## src/rtl/topo_game_ctrl_if.sv

```systemverilog
`default_nettype none
// +----------------------------------------------------------------------+
// | topo_game_ctrl_if : board/button handshake bundle for the mole game  |
// | Revision: 1.0                                                        |
// +----------------------------------------------------------------------+
interface topo_game_ctrl_if;
  logic       START;
  logic       HIT;
  logic [3:0] N_CELDA_PONER_TOPO;
  logic       PONER_TOPO;
  logic       CLR_BOARD;
  logic [7:0] SCORE;
  logic [3:0] MISSES;
  logic       GAME_OVER;
  logic [2:0] STATE;

  modport master (
    output START,
    output HIT,
    input  N_CELDA_PONER_TOPO,
    input  PONER_TOPO,
    input  CLR_BOARD,
    input  SCORE,
    input  MISSES,
    input  GAME_OVER,
    input  STATE
  );

  modport slave (
    input  START,
    input  HIT,
    output N_CELDA_PONER_TOPO,
    output PONER_TOPO,
    output CLR_BOARD,
    output SCORE,
    output MISSES,
    output GAME_OVER,
    output STATE
  );
endinterface
`default_nettype wire

```

## src/rtl/topo_game_ctrl.sv

```systemverilog
`default_nettype none
// +----------------------------------------------------------------------+
// | topo_game_ctrl : whack-a-mole game sequencer for a 4x4 board         |
// | Revision: 1.0                                                        |
// +----------------------------------------------------------------------+
module topo_game_ctrl #(
  parameter logic [31:0] WINDOW_TICKS = 32'd50_000_000,
  parameter logic [31:0] GAP_TICKS    = 32'd12_500_000,
  parameter logic [3:0]  MAX_MISSES   = 4'd3,
  parameter logic [7:0]  LFSR_SEED    = 8'hA5
) (
  input  wire              CLK,
  input  wire              reset,
  topo_game_ctrl_if.slave  io_game
);

  typedef enum logic [2:0] {
    S_IDLE     = 3'd0,
    S_SPAWN    = 3'd1,
    S_WAIT_HIT = 3'd2,
    S_SCORED   = 3'd3,
    S_MISSED   = 3'd4,
    S_GAP      = 3'd5,
    S_OVER     = 3'd6
  } state_t;

  state_t      r_state;
  logic [31:0] r_timer;
  logic [7:0]  r_lfsr;
  logic [3:0]  r_cell;
  logic        r_poner;
  logic        r_clr;
  logic [7:0]  r_score;
  logic [3:0]  r_misses;
  logic        r_start_d;
  logic        r_hit_d;

  state_t      w_state_nxt;
  logic [31:0] w_timer_nxt;
  logic [3:0]  w_cell_nxt;
  logic        w_poner_nxt;
  logic        w_clr_nxt;
  logic [7:0]  w_score_nxt;
  logic [3:0]  w_misses_nxt;
  logic        w_start_edge;
  logic        w_hit_edge;
  logic        w_restart;
  logic        w_lfsr_fb;
  logic [7:0]  w_lfsr_nxt;
  logic [3:0]  w_cand;
  logic [3:0]  w_cell_pick;

  assign w_start_edge = io_game.START & ~r_start_d;
  assign w_hit_edge   = io_game.HIT & ~r_hit_d;
  assign w_restart    = w_start_edge &&
                        (r_state inside {S_IDLE, S_SPAWN, S_WAIT_HIT, S_SCORED,
                                         S_MISSED, S_GAP, S_OVER});

  // x^8+x^6+x^5+x^4+1, shifting left; an all-zero register is recovered by reloading the seed
  assign w_lfsr_fb  = r_lfsr[7] ^ r_lfsr[5] ^ r_lfsr[4] ^ r_lfsr[3];
  assign w_lfsr_nxt = (r_lfsr == 8'd0) ? LFSR_SEED : {r_lfsr[6:0], w_lfsr_fb};

  // Never place the mole twice in a row on the same cell
  assign w_cand      = r_lfsr[3:0];
  assign w_cell_pick = (w_cand == r_cell) ? (w_cand + 4'd1) : w_cand;

  always_comb begin
    w_state_nxt  = r_state;
    w_timer_nxt  = r_timer;
    w_cell_nxt   = r_cell;
    w_poner_nxt  = 1'b0;
    w_clr_nxt    = 1'b0;
    w_score_nxt  = r_score;
    w_misses_nxt = r_misses;

    if (w_restart) begin
      w_score_nxt  = 8'd0;
      w_misses_nxt = 4'd0;
      w_clr_nxt    = 1'b1;
      w_state_nxt  = S_SPAWN;
    end else begin
      case (r_state)
        S_IDLE: begin
          w_state_nxt = S_IDLE;
        end
        S_SPAWN: begin
          w_cell_nxt  = w_cell_pick;
          w_poner_nxt = 1'b1;
          w_timer_nxt = WINDOW_TICKS - 32'd1;
          w_state_nxt = S_WAIT_HIT;
        end
        S_WAIT_HIT: begin
          if (w_hit_edge) begin
            w_score_nxt = (r_score == 8'hFF) ? 8'hFF : (r_score + 8'd1);
            w_clr_nxt   = 1'b1;
            w_state_nxt = S_SCORED;
          end else if (r_timer == 32'd0) begin
            w_misses_nxt = r_misses + 4'd1;
            w_clr_nxt    = 1'b1;
            w_state_nxt  = S_MISSED;
          end else begin
            w_timer_nxt = r_timer - 32'd1;
          end
        end
        S_SCORED: begin
          w_timer_nxt = GAP_TICKS - 32'd1;
          w_state_nxt = S_GAP;
        end
        S_MISSED: begin
          // Counter was bumped on entry, so r_misses already holds the new total
          if (r_misses == MAX_MISSES) begin
            w_state_nxt = S_OVER;
          end else begin
            w_timer_nxt = GAP_TICKS - 32'd1;
            w_state_nxt = S_GAP;
          end
        end
        S_GAP: begin
          if (r_timer == 32'd0) begin
            w_state_nxt = S_SPAWN;
          end else begin
            w_timer_nxt = r_timer - 32'd1;
          end
        end
        S_OVER: begin
          w_state_nxt = S_OVER;
        end
        default: begin
          w_state_nxt = S_IDLE;
        end
      endcase
    end
  end

  always_ff @(posedge CLK or posedge reset) begin
    if (reset) begin
      r_state   <= S_IDLE;
      r_timer   <= 32'd0;
      r_lfsr    <= LFSR_SEED;
      r_cell    <= 4'd0;
      r_poner   <= 1'b0;
      r_clr     <= 1'b0;
      r_score   <= 8'd0;
      r_misses  <= 4'd0;
      r_start_d <= 1'b0;
      r_hit_d   <= 1'b0;
    end else begin
      r_state   <= w_state_nxt;
      r_timer   <= w_timer_nxt;
      r_lfsr    <= w_lfsr_nxt;
      r_cell    <= w_cell_nxt;
      r_poner   <= w_poner_nxt;
      r_clr     <= w_clr_nxt;
      r_score   <= w_score_nxt;
      r_misses  <= w_misses_nxt;
      r_start_d <= io_game.START;
      r_hit_d   <= io_game.HIT;
    end
  end

  assign io_game.N_CELDA_PONER_TOPO = r_cell;
  assign io_game.PONER_TOPO         = r_poner;
  assign io_game.CLR_BOARD          = r_clr;
  assign io_game.SCORE              = r_score;
  assign io_game.MISSES             = r_misses;
  assign io_game.GAME_OVER          = (r_state == S_OVER);
  assign io_game.STATE              = r_state;

endmodule
`default_nettype wire

```

## src/flat_wrapper.sv

```systemverilog
// flat-port wrapper written by rule: the top's interface ports become plain ports
module topo_game_ctrl_flat 
#(
  parameter logic [31:0] WINDOW_TICKS = 32'd50_000_000,
  parameter logic [31:0] GAP_TICKS    = 32'd12_500_000,
  parameter logic [3:0]  MAX_MISSES   = 4'd3,
  parameter logic [7:0]  LFSR_SEED    = 8'hA5
)
  (CLK, reset, io_game_START, io_game_HIT, io_game_N_CELDA_PONER_TOPO, io_game_PONER_TOPO, io_game_CLR_BOARD, io_game_SCORE, io_game_MISSES, io_game_GAME_OVER, io_game_STATE);
  topo_game_ctrl_if io_game_i ();
  input  wire CLK;
  input  wire reset;
  input wire logic [$bits(io_game_i.START)-1:0] io_game_START;
  input wire logic [$bits(io_game_i.HIT)-1:0] io_game_HIT;
  output wire logic [$bits(io_game_i.N_CELDA_PONER_TOPO)-1:0] io_game_N_CELDA_PONER_TOPO;
  output wire logic [$bits(io_game_i.PONER_TOPO)-1:0] io_game_PONER_TOPO;
  output wire logic [$bits(io_game_i.CLR_BOARD)-1:0] io_game_CLR_BOARD;
  output wire logic [$bits(io_game_i.SCORE)-1:0] io_game_SCORE;
  output wire logic [$bits(io_game_i.MISSES)-1:0] io_game_MISSES;
  output wire logic [$bits(io_game_i.GAME_OVER)-1:0] io_game_GAME_OVER;
  output wire logic [$bits(io_game_i.STATE)-1:0] io_game_STATE;
  assign io_game_i.START = io_game_START;
  assign io_game_i.HIT = io_game_HIT;
  assign io_game_N_CELDA_PONER_TOPO = io_game_i.N_CELDA_PONER_TOPO;
  assign io_game_PONER_TOPO = io_game_i.PONER_TOPO;
  assign io_game_CLR_BOARD = io_game_i.CLR_BOARD;
  assign io_game_SCORE = io_game_i.SCORE;
  assign io_game_MISSES = io_game_i.MISSES;
  assign io_game_GAME_OVER = io_game_i.GAME_OVER;
  assign io_game_STATE = io_game_i.STATE;
  topo_game_ctrl #(.WINDOW_TICKS(WINDOW_TICKS), .GAP_TICKS(GAP_TICKS), .MAX_MISSES(MAX_MISSES), .LFSR_SEED(LFSR_SEED)) u_core (.CLK(CLK), .reset(reset), .io_game(io_game_i));
endmodule
```

## config.mk

```make
export PLATFORM = sky130hd
export DESIGN_NAME = topo_game_ctrl_flat
export DESIGN_NICKNAME = d
export VERILOG_FILES = /design/src/rtl/topo_game_ctrl_if.sv /design/src/rtl/topo_game_ctrl.sv /design/src/flat_wrapper.sv
export SDC_FILE = /design/constraint.sdc
export NUM_CORES = 1
export LEC_CHECK = 0
export ABC_AREA = 1
export CAP_MARGIN = 25
export CORE_MARGIN = 5
export CORE_UTILIZATION = 60
export DETAILED_ROUTE_END_ITERATION = 7
export PLACE_DENSITY_LB_ADDON = 0.12
export SLEW_MARGIN = 20
export SYNTH_ARGS = -nofsm -noshare
export SYNTH_HDL_FRONTEND = slang
export SYNTH_SLANG_ARGS = --single-unit
```

## constraint.sdc

```tcl
create_clock -name CLK -period 2.7 [get_ports CLK]
set_clock_uncertainty 0.05 [all_clocks]
set_input_delay 0.405 -clock CLK [delete_from_list [all_inputs] [get_ports CLK]]
set_output_delay 0.405 -clock CLK [all_outputs]
set_load 0.005 [all_outputs]
```

==> flow_summary.yaml <==
power:
  p_per_area_mw_per_mm2: 901
  seqPwrFrac_pct: 34.4
  p_int_uw: 2300
  swShare_pct: 42.7
  pwr-share-comb_pct: 42.6
  max-vdd-ir-drop_v: 0.000635
  power.leakage_uw: 0.00209
  clkPwrFrac_pct: 23.0
  p_switching_uw: 1720
sta:
  whs_ps: 356
  max_freq_mhz: 456
  tns_ps: 0
  rsz0062_at_grt: "false"
  drv_slew: 0
  post-route-min-period_ps: 2190
  period_share_pct: 81.2
  relSlewSlack_pct: 59.1
  setup_viol: 0
  worstMarginPinSlew_ps: 608
  timing.final.hold_violations: 0
grt:
  grt_pass1_vias: 3422
  grt_antenna_before_repair: 0
  grt-busiest-layer: "met2"
  grtUsageMet2_pct: 35.9
  grt_max_degree: 43
  grt_pass1_wl_um: 15400
  globalRouteOverflowTotal: 0
  grtUsageMet1_pct: 30.2
  grt_util_all_layers_pct: 22.4
  use_met3_pct: 4.71
die:
  start_util_pct: 62.0
  core-area_mm2: 0.00639
  ios: 26
  fp.dieH_um: 91.2
  die_x_um: 91.2
  num_rows: 29
  die-area_mm2: 0.00832
critical_path:
  worstPathRequired_ps: 2250
  startpoint_type: "flip-flop"
  critPathArrivalTime_ps: 1740
  reg2reg_depth: 10
  cp_slowest_cell: "clkdlybuf4s50_1"
  critical_path.max_fanout: 6
  end_kind: "output pin"
  critical_path_class: "reg2out"
  max_stage_delay_ps: 530
  path_cells: "inv_2 -> nand2_1 -> nor2_1 -> clkdlybuf4s50_1"
cells_and_area:
  finalNonFillerCells: 659
  drive_gt1_share_pct: 11.3
  antenna_cells: 0
  seq_area_mm2: 0.00158
  nets: 586
  multi_input_area_mm2: 0.00204
  syn_to_final_growth_pct: 12.8
  fill_cells: 545
  final_core_util_pct: 69.9
detailed_routing:
  wl_um: 8890
  wl_per_cell_um: 13.5
  drc: 0
  detail-route-antenna-nets: 0
  drtIter0Drc: 318
  viasPerCell: 5.41
  drt-pass1-iter-count: 5
  dr_total_vias: 3568
clock_tree:
  post_cts_resized: 0
  cts_hold_buf: 0
  clkSinkCount: 63
  cts_buffer_depth: 2
  postCtsSetupBuffers: 0
  cts_root_buf: "clkbuf_8"
  clk_pin_slew_ps: 80
  cts_buffers: 9
  tritoncts: "yes"
  clk_latency_ps: 340
  ctsHtreeMaxLevel: 3
synth:
  synth_area_leaders: "dfrtp_1 (37%), nand2_1 (14%), nor2_1 (7.7%), nand3_1 (5.8%), inv_1 (5.5%)"
  syn_area_per_cell_um2: 7.17
  synth_cells: 552
  async_reset_ff_share_pct: 100
  synthFlopType: "dfrtp_1"
  ys_seq_area_share_pct: 40.0
  synth_cell_type_count: 37
  synth-seq-cells: 63
  synth_top_area_cell: "dfrtp_1"
  synth_top_area_share_pct: 37.3
  yosys.cell_count.top_type: "nand2_1"
  syn_area_mm2: 0.00396
  synth_fp_nets: 561
  ys_warn_count: 0
  ys_top_cells_by_count: "nand2_1 (149), nor2_1 (81), dfrtp_1 (59)"
  synth_edf_count: 0
run:
  cap_violations: 0
placed_design:
  dp.cells: 643
  finalWeightedCongestion: 0.934
  io_buffers: 25
  detailed_place_hpwl_um: 6320
run_status:
  status: "completed"
min_path:
  hold_class: "in2async"
[layer usage]
layer | part of all wire (%) | wire (µm)
met3 | 4.3 | 379
met1 | 47 | 4210
met5 | 0 | 0
met4 | 1.1 | 102
met2 | 47 | 4200
[per-stage QoR]
stage               area [µm²]  power [µW]  setup slack (ps)
floorplan                 3960        2710               682
global placement          4240        3040               418
detailed placement        4240        3100               364
CTS                       4470        4040               498
global route              4470        4330               352
finish                    4470        4020               508
[layout by cell type, fill, tap and decap left out, drive strengths merged]
cell,n
o21ai,43
clkinv,4
a31oi,3
dfrtp,59
mux2i,1
clkdlybuf4s50,25
o311ai,1
xor2,17
inv,63
xnor2,5
clkinvlp,2
o22ai,4
nand3,49
buf,3
dfstp,4
nor4,1
clkbuf,9
nand4,8
ha,5
nand2,164
nand3b,1
and2,1
nor2,90
nor3,8
o21bai,2
bufinv,2
or2,5
a21oi,3
[kinds of logic (layout without fill, tap and decap cells)]
logic type / after synthesis / in the layout / synth area share [%]
and+or+nand+nor: 327 / 327 / 36.9
buffers and inverters: 78 / 108 / 8.47
DFF: 63 / 63 / 40.0
AOI/OAI and AO/OA: 56 / 56 / 8.00
xor gates and xnor gates: 22 / 22 / 4.87
adders and majority gates: 5 / 5 / 1.58
muxes: 1 / 1 / 0.253
[power by group through the flow]
stage,registers (µW),clock network [µW],logic (µW)
2_1_floorplan,1350,0,1360
3_3_place_gp,1390,0,1650
3_5_place_dp,1390,0,1700
4_1_cts,1380,937,1730
5_1_grt,1410,980,1930
6_report,1380,925,1720
[registers in the layout (all words and copies together), names as in the netlist]
name and flops:
u_core.r_timer 32, u_core.io_game.SCORE 8, u_core.r_lfsr 8, u_core.io_game.MISSES 4, u_core.io_game.N_CELDA_PONER_TOPO 4, u_core.io_game.STATE 3, u_core.io_game.CLR_BOARD 1, u_core.io_game.PONER_TOPO 1
u_core.r_hit_d 1, u_core.r_start_d 1
[worst paths after layout]
kind / to / slack, ps / start
worst min register to register: u_core.r_lfsr[6]$_DFF_PP0_ / 370 / u_core.r_lfsr[5]$_DFF_PP1_
worst min-delay path: u_core.io_game.N_CELDA_PONER_TOPO[0]$_DFFE_PP0P_ / 360 / reset
max in group asynchronous: u_core.r_timer[30]$_DFFE_PP0P_ / 1650 / reset
worst max register to register: u_core.r_timer[27]$_DFFE_PP0P_ / 580 / u_core.r_timer[0]$_DFFE_PP0P_
worst max-delay path: io_game_GAME_OVER / 510 / u_core.io_game.STATE[0]$_DFFE_PP0P_
min in group CLK: u_core.r_lfsr[6]$_DFF_PP0_ / 370 / u_core.r_lfsr[5]$_DFF_PP1_
[critical path: cells and delay by family (launching register included)]
family	cells	cell delay, ps
buf+inv	2	670
flops	1	450
simple gates	2	270
[cell type report]
class / instances / share of cell area [%]
timing repair buffer: 28 / 6.39
sequential: 63 / 35.4
multi-input combinational: 411 / 45.7
inverter: 64 / 5.38
clock inverter: 7 / 2.19
clock buffer: 9 / 2.77
tap: 77 / 2.16
No activity file was read; power rests on OpenSTA's default activity.
